### config.mk
export PLATFORM = sky130hd
export DESIGN_NAME = seg_display_ctrl
export DESIGN_NICKNAME = d
export VERILOG_FILES = /design/src/rtl/seg_display_pkg.sv /design/src/rtl/seg_display_ctrl_glyph.sv /design/src/rtl/seg_display_ctrl.sv
export SDC_FILE = /design/constraint.sdc
export NUM_CORES = 1
export LEC_CHECK = 0
export BUFFER_PORTS_ARGS = -buffer_cell sky130_fd_sc_hd__buf_2
export CAP_MARGIN = 40
export CORE_MARGIN = 2
export CORE_UTILIZATION = 55
export CTS_CLUSTER_DIAMETER = 120
export DETAILED_ROUTE_END_ITERATION = 7
export GPL_ROUTABILITY_DRIVEN = 0
export GPL_TIMING_DRIVEN = 0
export PLACE_DENSITY = 0.74
export SLEW_MARGIN = 10
export SYNTH_ARGS = -nofsm -noshare
export SYNTH_HDL_FRONTEND = slang
export SYNTH_HIERARCHICAL = 1
export SYNTH_SLANG_ARGS = --single-unit
### constraint.sdc
create_clock -name clk -period 4.89 [get_ports clk]
set_clock_uncertainty 0.15 [all_clocks]
set_input_delay 0.2445 -clock clk [delete_from_list [all_inputs] [get_ports clk]]
set_output_delay 0.2445 -clock clk [all_outputs]
set_load 0.05 [all_outputs]
### src/rtl/seg_display_pkg.sv
// Shared constants for the four-digit score / difficulty-banner display controller:
// active-low glyph codes {g,f,e,d,c,b,a}, letter codes, converter state enum.
package seg_display_pkg;

  localparam int SCORE_MAX = 9999;
  localparam int BCD_ITER  = 14;

  typedef enum logic [1:0] {
    ST_IDLE   = 2'd0,
    ST_SHIFT  = 2'd1,
    ST_COMMIT = 2'd2
  } conv_state_e;

  localparam logic [6:0] GLYPH_0     = 7'b1000000;
  localparam logic [6:0] GLYPH_1     = 7'b1111001;
  localparam logic [6:0] GLYPH_2     = 7'b0100100;
  localparam logic [6:0] GLYPH_3     = 7'b0110000;
  localparam logic [6:0] GLYPH_4     = 7'b0011001;
  localparam logic [6:0] GLYPH_5     = 7'b0010010;
  localparam logic [6:0] GLYPH_6     = 7'b0000010;
  localparam logic [6:0] GLYPH_7     = 7'b1111000;
  localparam logic [6:0] GLYPH_8     = 7'b0000000;
  localparam logic [6:0] GLYPH_9     = 7'b0010000;
  localparam logic [6:0] GLYPH_E     = 7'b0000110;
  localparam logic [6:0] GLYPH_A     = 7'b0001000;
  localparam logic [6:0] GLYPH_S     = 7'b0010010;
  localparam logic [6:0] GLYPH_Y     = 7'b0010001;
  localparam logic [6:0] GLYPH_H     = 7'b0001001;
  localparam logic [6:0] GLYPH_R     = 7'b0101111;
  localparam logic [6:0] GLYPH_D     = 7'b0100001;
  localparam logic [6:0] GLYPH_BLANK = 7'b1111111;

  // Letter selectors used on the glyph decoder's code input when is_letter=1
  localparam logic [3:0] LTR_E = 4'd0;
  localparam logic [3:0] LTR_A = 4'd1;
  localparam logic [3:0] LTR_S = 4'd2;
  localparam logic [3:0] LTR_Y = 4'd3;
  localparam logic [3:0] LTR_H = 4'd4;
  localparam logic [3:0] LTR_R = 4'd5;
  localparam logic [3:0] LTR_D = 4'd6;

  // Bits needed to hold a banner down-counter loaded with n
  function automatic int cnt_width(input int n);
    return (n < 1) ? 1 : $clog2(n + 1);
  endfunction

endpackage

### src/rtl/seg_display_ctrl_glyph.sv
// Combinational glyph decoder: digit or letter code to active-low 7-segment pattern.
module seg_glyph
  import seg_display_pkg::*;
(
  input  logic       is_letter,
  input  logic       blank,
  input  logic [3:0] code,
  output logic [6:0] seg
);

  always_comb begin
    seg = GLYPH_BLANK;
    if (!blank) begin
      if (is_letter) begin
        case (code)
          LTR_E:   seg = GLYPH_E;
          LTR_A:   seg = GLYPH_A;
          LTR_S:   seg = GLYPH_S;
          LTR_Y:   seg = GLYPH_Y;
          LTR_H:   seg = GLYPH_H;
          LTR_R:   seg = GLYPH_R;
          LTR_D:   seg = GLYPH_D;
          default: seg = GLYPH_BLANK;
        endcase
      end else begin
        case (code)
          4'd0:    seg = GLYPH_0;
          4'd1:    seg = GLYPH_1;
          4'd2:    seg = GLYPH_2;
          4'd3:    seg = GLYPH_3;
          4'd4:    seg = GLYPH_4;
          4'd5:    seg = GLYPH_5;
          4'd6:    seg = GLYPH_6;
          4'd7:    seg = GLYPH_7;
          4'd8:    seg = GLYPH_8;
          4'd9:    seg = GLYPH_9;
          default: seg = GLYPH_BLANK;
        endcase
      end
    end
  end

endmodule

### src/rtl/seg_display_ctrl.sv
// Score-to-BCD converter (sequential double dabble), leading-zero blanking and a timed
// EASY/HARD banner that borrows all four HEX digits. dbg_state exposes the converter FSM.
module seg_display_ctrl
  import seg_display_pkg::*;
#(
  parameter int CLK_HZ = 50_000_000,
  parameter int MSG_MS = 2000
) (
  input  logic        clk,
  input  logic        rst_n,
  input  logic [13:0] score,
  input  logic        score_valid,
  output logic        score_ready,
  input  logic        difficulty,
  input  logic        diff_show,
  output logic [6:0]  hex0,
  output logic [6:0]  hex1,
  output logic [6:0]  hex2,
  output logic [6:0]  hex3,
  output logic        msg_mode,
  output conv_state_e dbg_state
);

  localparam int         MSG_CYC   = CLK_HZ / 1000 * MSG_MS;
  localparam int         CW        = cnt_width(MSG_CYC);
  localparam logic [3:0] ITER_LAST = 4'(BCD_ITER - 1);

  // Handshake: a score is taken on any rising edge where score_valid && score_ready;
  // score_valid while busy is dropped, never queued.
  conv_state_e    state_q, state_d;
  logic [13:0]    bin_q;
  logic [15:0]    bcd_q, bcd_adj, disp_q, disp_src;
  logic [3:0]     iter_q;
  logic [CW-1:0]  cnt_q;
  logic           diff_q, banner, accept;
  logic [13:0]    score_sat;
  logic [3:0][3:0] code_w;
  logic [3:0]     blk_w;
  logic [3:0][6:0] seg_w;

  assign score_ready = (state_q == ST_IDLE);
  assign accept      = score_valid && score_ready;
  assign dbg_state   = state_q;
  assign score_sat   = (score > 14'(SCORE_MAX)) ? 14'(SCORE_MAX) : score;
  assign banner      = (cnt_q != '0);

  always_comb begin
    state_d = state_q;
    case (state_q)
      ST_IDLE:   if (accept) state_d = ST_SHIFT;
      ST_SHIFT:  if (iter_q == ITER_LAST) state_d = ST_COMMIT;
      ST_COMMIT: state_d = ST_IDLE;
      default:   state_d = ST_IDLE;
    endcase
  end

  // Double-dabble correction: any BCD nibble of 5 or more gets +3 before the shift
  always_comb begin
    bcd_adj = bcd_q;
    for (int i = 0; i < 4; i++) begin
      if (bcd_q[4*i +: 4] >= 4'd5) bcd_adj[4*i +: 4] = bcd_q[4*i +: 4] + 4'd3;
    end
  end

  always_ff @(posedge clk or negedge rst_n) begin
    if (!rst_n) begin
      state_q <= ST_IDLE;
      bin_q   <= '0;
      bcd_q   <= '0;
      iter_q  <= '0;
      disp_q  <= '0;
    end else begin
      state_q <= state_d;
      case (state_q)
        ST_IDLE: begin
          if (accept) begin
            bin_q  <= score_sat;
            bcd_q  <= '0;
            iter_q <= '0;
          end
        end
        ST_SHIFT: begin
          {bcd_q, bin_q} <= {bcd_adj, bin_q} << 1;
          iter_q         <= iter_q + 4'd1;
        end
        ST_COMMIT: disp_q <= bcd_q;
        default: ;
      endcase
    end
  end

  always_ff @(posedge clk or negedge rst_n) begin
    if (!rst_n) begin
      cnt_q  <= '0;
      diff_q <= 1'b0;
    end else if (diff_show) begin
      cnt_q  <= CW'(MSG_CYC);
      diff_q <= difficulty;
    end else if (banner) begin
      cnt_q  <= cnt_q - 1'b1;
    end
  end

  // The committing value feeds the output registers directly so the new score lands
  // on the same edge that the display register is written.
  assign disp_src = (state_q == ST_COMMIT) ? bcd_q : disp_q;

  always_comb begin
    code_w = disp_src;
    blk_w  = '0;
    if (banner) begin
      code_w = diff_q ? {LTR_H, LTR_A, LTR_R, LTR_D} : {LTR_E, LTR_A, LTR_S, LTR_Y};
    end else begin
      blk_w[3] = (disp_src[15:12] == 4'd0);
      blk_w[2] = blk_w[3] && (disp_src[11:8] == 4'd0);
      blk_w[1] = blk_w[2] && (disp_src[7:4] == 4'd0);
    end
  end

  for (genvar g = 0; g < 4; g++) begin : g_glyph
    seg_glyph u_glyph (
      .is_letter (banner),
      .blank     (blk_w[g]),
      .code      (code_w[g]),
      .seg       (seg_w[g])
    );
  end

  always_ff @(posedge clk or negedge rst_n) begin
    if (!rst_n) begin
      hex0     <= GLYPH_0;
      hex1     <= GLYPH_BLANK;
      hex2     <= GLYPH_BLANK;
      hex3     <= GLYPH_BLANK;
      msg_mode <= 1'b0;
    end else begin
      hex0     <= seg_w[0];
      hex1     <= seg_w[1];
      hex2     <= seg_w[2];
      hex3     <= seg_w[3];
      msg_mode <= banner;
    end
  end

endmodule

# --- Word level (Yosys, flattened, before mapping) ---
# Memories as Yosys holds them, arrays and structs flattened.
# Index checks and enable logic that the tools add are counted.
word_totals:
  word_cells: 103
  output_inout_bits: 32
  mem_count: 4
  input_bits: 19
  mem_bits_ro: 448
  ff_bits: 109
memory_table:
  columns: ["memory", "words", "word_bits", "read_ports", "rd_ports_with_merged_regs", "write_ports", "line", "source"]
  rows:
  - ["(name not given)", 16, 7, 1, 0, 0, "seg_display_ctrl_glyph.sv:26", "case (code)"]
  - ["(name not given)", 16, 7, 1, 0, 0, "seg_display_ctrl_glyph.sv:26", null]
  - ["(name not given)", 16, 7, 1, 0, 0, "seg_display_ctrl_glyph.sv:26", null]
  - ["(name not given)", 16, 7, 1, 0, 0, "seg_display_ctrl_glyph.sv:26", null]
classes:
  n_eq_ne: 29
  n_reduce_logical: 16
  n_lt_le_gt_ge: 5
  n_addsub: 6
  muxes: 31
ops:
  columns: ["op", "n"]
  rows:
  - ["$pmux 7 s7", 4]
  - ["$mux 27", 2]
  - ["$mux 7", 7]
  - ["$eq 4x3->1 const B", 12]
  - ["$mux 16", 3]
  - ["$eq 4x2->1 const B", 8]
  - ["$pmux 16 s2", 1]
  - ["$logic_not 4->1", 7]
  - ["$mux 14", 2]
  - ["$pmux 14 s2", 1]
  - ["$reduce_bool 27->1", 1]
  - ["$sub 27x1->27 const B", 1]
  - ["$eq 4x1->1 const B", 4]
  - ["$ge 4x3->1 const B", 4]
  - ["$mux 4", 4]
  - ["$mux 15", 1]
  - ["$gt 14x14->1 const B", 1]
  - ["$add 4x2->4 const B", 3]
  - ["$pmux 4 s2", 1]
  - ["$mux 3", 2]
  - ["$add 4x1->4 const B", 1]
  - ["$eq 4x4->1 const B", 1]
  - ["$mux 2", 2]
  - ["$pmux 2 s2", 1]
  - ["9 further kinds", 13]

# --- Logic depth before layout (Yosys ltp) ---
logic_depth:
  depth_word: 7
  ltp_mapped: 15
  mapped_depth_nobuf: 14

# --- Cells and area by module ---
# The synthesis kept the hierarchy.
by_module_without_submodules:
  columns: ["mod", "cells_per_inst", "area_per_inst_um2", "n_inst", "seq_area_each_um2"]
  rows:
  - ["seg_display_ctrl", 465, 4892.2, 1, 2755.1]
  - ["seg_glyph", 60, 384.1, 4, 0.0]

# --- Worst setup path after synthesis ---
# No wires, ideal clock.
synth_timing:
  path_type: "register -> register"
  start: "register state_q[0], in the netlist dbg_state[0]"
  end: "register hex1[3]"
  period_less_slack_ps: 3404
  path_buffers: 2
  required_time_ps: 4658
  path_stages_with_launch: 14
  t_arrival_ps: 3172
  setup_ps: 82
  setup_slack_ps: 1486
  cell_sequence: "dfrtp_1 > nand2b_1 > clkbuf_1 > clkbuf_1 > nand2_1 > o21ai_0 > nor2_1 > nor2_1 > inv_1 > ha_1 > mux2_1 > nor2_2 > a211oi_1 > a211o_1"
synth_rtl:
  columns: ["element", "line", "source"]
  rows:
  - ["start, declared", "seg_display_ctrl.sv:30", "conv_state_e state_q, state_d;"]
  - ["start signal, assigned", "seg_display_ctrl.sv:73", "state_q <= state_d;"]
  - ["end signal, assigned", "seg_display_ctrl.sv:138", "hex1 <= seg_w[1];"]
  - ["end, declared", "seg_display_ctrl.sv:17", "output logic [6:0] hex1,"]

==> flow_summary.toml <==
[timing]
period_minus_slack_ps = 4080
finalCritPeriodShare = 0.835
fmax_mhz = 245
hold_viol_final = 0
hold_ws_ps = 29.5
rsz0062_at_grt = "no"
worstMarginPinSlew_ps = 684
finalSetupTns_ps = 0
setup_violations = 0
setup_ws_ps = 808
relSlewSlack = 0.544
drv_slew = 0

[status]
status = "complete, no violations"

[route]
drtAntennaViolNets = 0
wl_um = 14400
routed_via_density = 5.90
drc = 0
drt_first_pass_iters = 5
drt_iter0_drc = 471
num_vias = 5459
wl_per_cell_um = 15.6

[final_layout]
n_fill_cell = 963
nets = 831
fin_area_um2 = 7300
final_core_util = 0.639
multi_input_area_um2 = 3390
num_antenna_cells = 0
drive_above_1_share = 0.178
seq_area_um2 = 2760
area_growth_pct = 13.5

[clocking]
cts_tree = "built"
hold_buffers = 8
clock-sinks = 109
cts_buffers = 9
clk_path_buf_depth = 2
htree_num_levels = 3
post-cts-setup-buffers = 0
cts.reportedPaths.clkPinSlew_ps = 70
cts-root-buf = "clkbuf_16"
cts_repair_resize_count = 0
insertion_delay_ps = 350

[worst_hold_path]
hp-class = "in2reg"

[logic_synthesis]
ys_warn_count = 6
synthTopCellsByArea = "dfrtp_1, dfstp_2, ha_1"
syn_area_per_cell_um2 = 9.12
ys_top_cells_by_count = "dfrtp_1, nand2_1, o21ai_0"
synth_cell_types = 60
synthFlopType = "dfrtp_1"
yosys.area.top_type_share = 0.339
syn_inst = 705
yosysMostFrequentCell = "dfrtp_1"
synth-edff-count = 0
synth_seq_area_share = 0.429
synth-seq-cells = 109
yosysTopAreaCell = "dfrtp_1"
synthesis.area_um2 = 6430
async_reset_ff_frac = 1.00

[grt]
grt_pass1_wl_um = 24800
grt_pass1_vias = 5326
gr-usage-all-layers = 0.239
grt_max_degree = 67
overflow = 0
grt_antenna_before_repair = 0

[critical_path]
startpoint_type = "register"
cp_data_required_time_ps = 5020
path_max_fanout = 30
cp-end-kind = "register"
crit_arrival_ps = 4210
crit_type = "reg2reg"
cp_slowest_stage_delay_ps = 500
cp_slowest_cell = "buf_2"
crit_chain = "inv_1 > ha_1 > and2b_2 > nand4_1 > nor2_2 > inv_2 > buf_2 > nor2_1 > nor2_1 > inv_1 > ha_1 > mux2_1 > nor2_2 > a211oi_1 > a211o_1"

[power]
power_density_nw_per_um2 = 430
ir_worst_vdd_mv = 0.586
p_leak_nw = 3.23

[floorplanning]
die_w_um = 112
rows = 39
io_pins = 51
design.core.area_um2 = 11400
die_h_um = 112
start_util = 0.563
dieArea_um2 = 12600

[placed_design]
port_buffers = 49
hpwl_um = 10200
pre_cts_slack_ps = 860
dpl_cell_area_um2 = 6900

[flow_run]
max-cap-violations = 0
[worst max-delay path, delay by kind of cell, from the launching register on]
kind                       cells  cell delay, ps
buffers and inverters          4             890
and+or+nand+nor                6            1340
DFF                            1             410
muxes                          1             310
adders and majority gates      2             510
AOI/OAI and AO/OA              2             380
[power breakdown]
part / internal [mW] / switching [mW] / total [mW]
clock: 0.463 / 0.327 / 0.790
sequential: 1.13 / 0.184 / 1.31
combinational: 0.385 / 0.651 / 1.04
[worst paths after layout]
path | startpoint | end | slack, ps | cells after the start
setup reg to reg | cnt_q[0] | hex1[3] | 810 | 15
hold reg to reg | bin_q[1] | bin_q[1] | 340 | 2
hold / removal | score[0] | bin_q[0] | 30 | 3
min in group asynchronous | rst_n | cnt_q[21] | 220 | 2
max in group asynchronous | rst_n | hex1[3] | 3660 | 3
setup / recovery | cnt_q[0] | hex1[3] | 810 | 15
[flip-flops by register name, indices dropped and copies added (netlist names)]
signal,count
hex3,7
diff_q,1
bin_q,14
hex1,7
hex0,7
iter_q,4
hex2,7
bcd_q,16
msg_mode,1
cnt_q,27
disp_q,16
dbg_state,2
[routing by layer]
| layer | global-route usage | vias to the layer above | share of wire |
|---|---|---|---|
| met3 | 0.0443 | 19 | 0.042 |
| met4 | 0.0797 | 0 | 0.014 |
| met1 | 0.302 | 2667 | 0.44 |
| met2 | 0.414 | 144 | 0.50 |
| met5 | 0 | - | 0 |
| li1 | - | 2629 | - |
[cells in the final DEF (no fill, tap or decap), types with 15 or more instances in the layout]
cell	n
a21oi_1	41
buf_2	63
ha_1	35
nor2_1	61
inv_1	44
dfstp_2	22
o21ai_0	62
nand2_1	70
clkbuf_1	15
o31ai_1	18
dfrtp_1	87
[stage by stage]
step	total power, mW	cells
floorplan	2.07	708
global placement	2.29	900
detailed placement	2.35	901
CTS	3.15	925
global route	3.36	925
finish	3.14	925
[final cells by class]
type | instances | area share
Multi-Input combinational cell | 525 | 0.464
Inverter | 46 | 0.0237
Buffer | 28 | 0.0170
Timing Repair Buffer | 58 | 0.0492
Sequential cell | 109 | 0.378
Clock buffer | 12 | 0.0338
Tap cell | 143 | 0.0245
Clock inverter | 4 | 0.00995
[kinds of logic after synthesis]
| family | share of synthesized area |
|---|---|
| other | 0.000583 |
| AO/OA/AOI/OAI | 0.178 |
| AND/OR/NAND/NOR | 0.210 |
| flip-flops | 0.429 |
| XOR/XNOR | 0.0313 |
| buffers and inverters | 0.0461 |
| multiplexers | 0.0370 |
| adder cells (fa/ha/maj) | 0.0681 |
(Power assumes the default switching activity.)
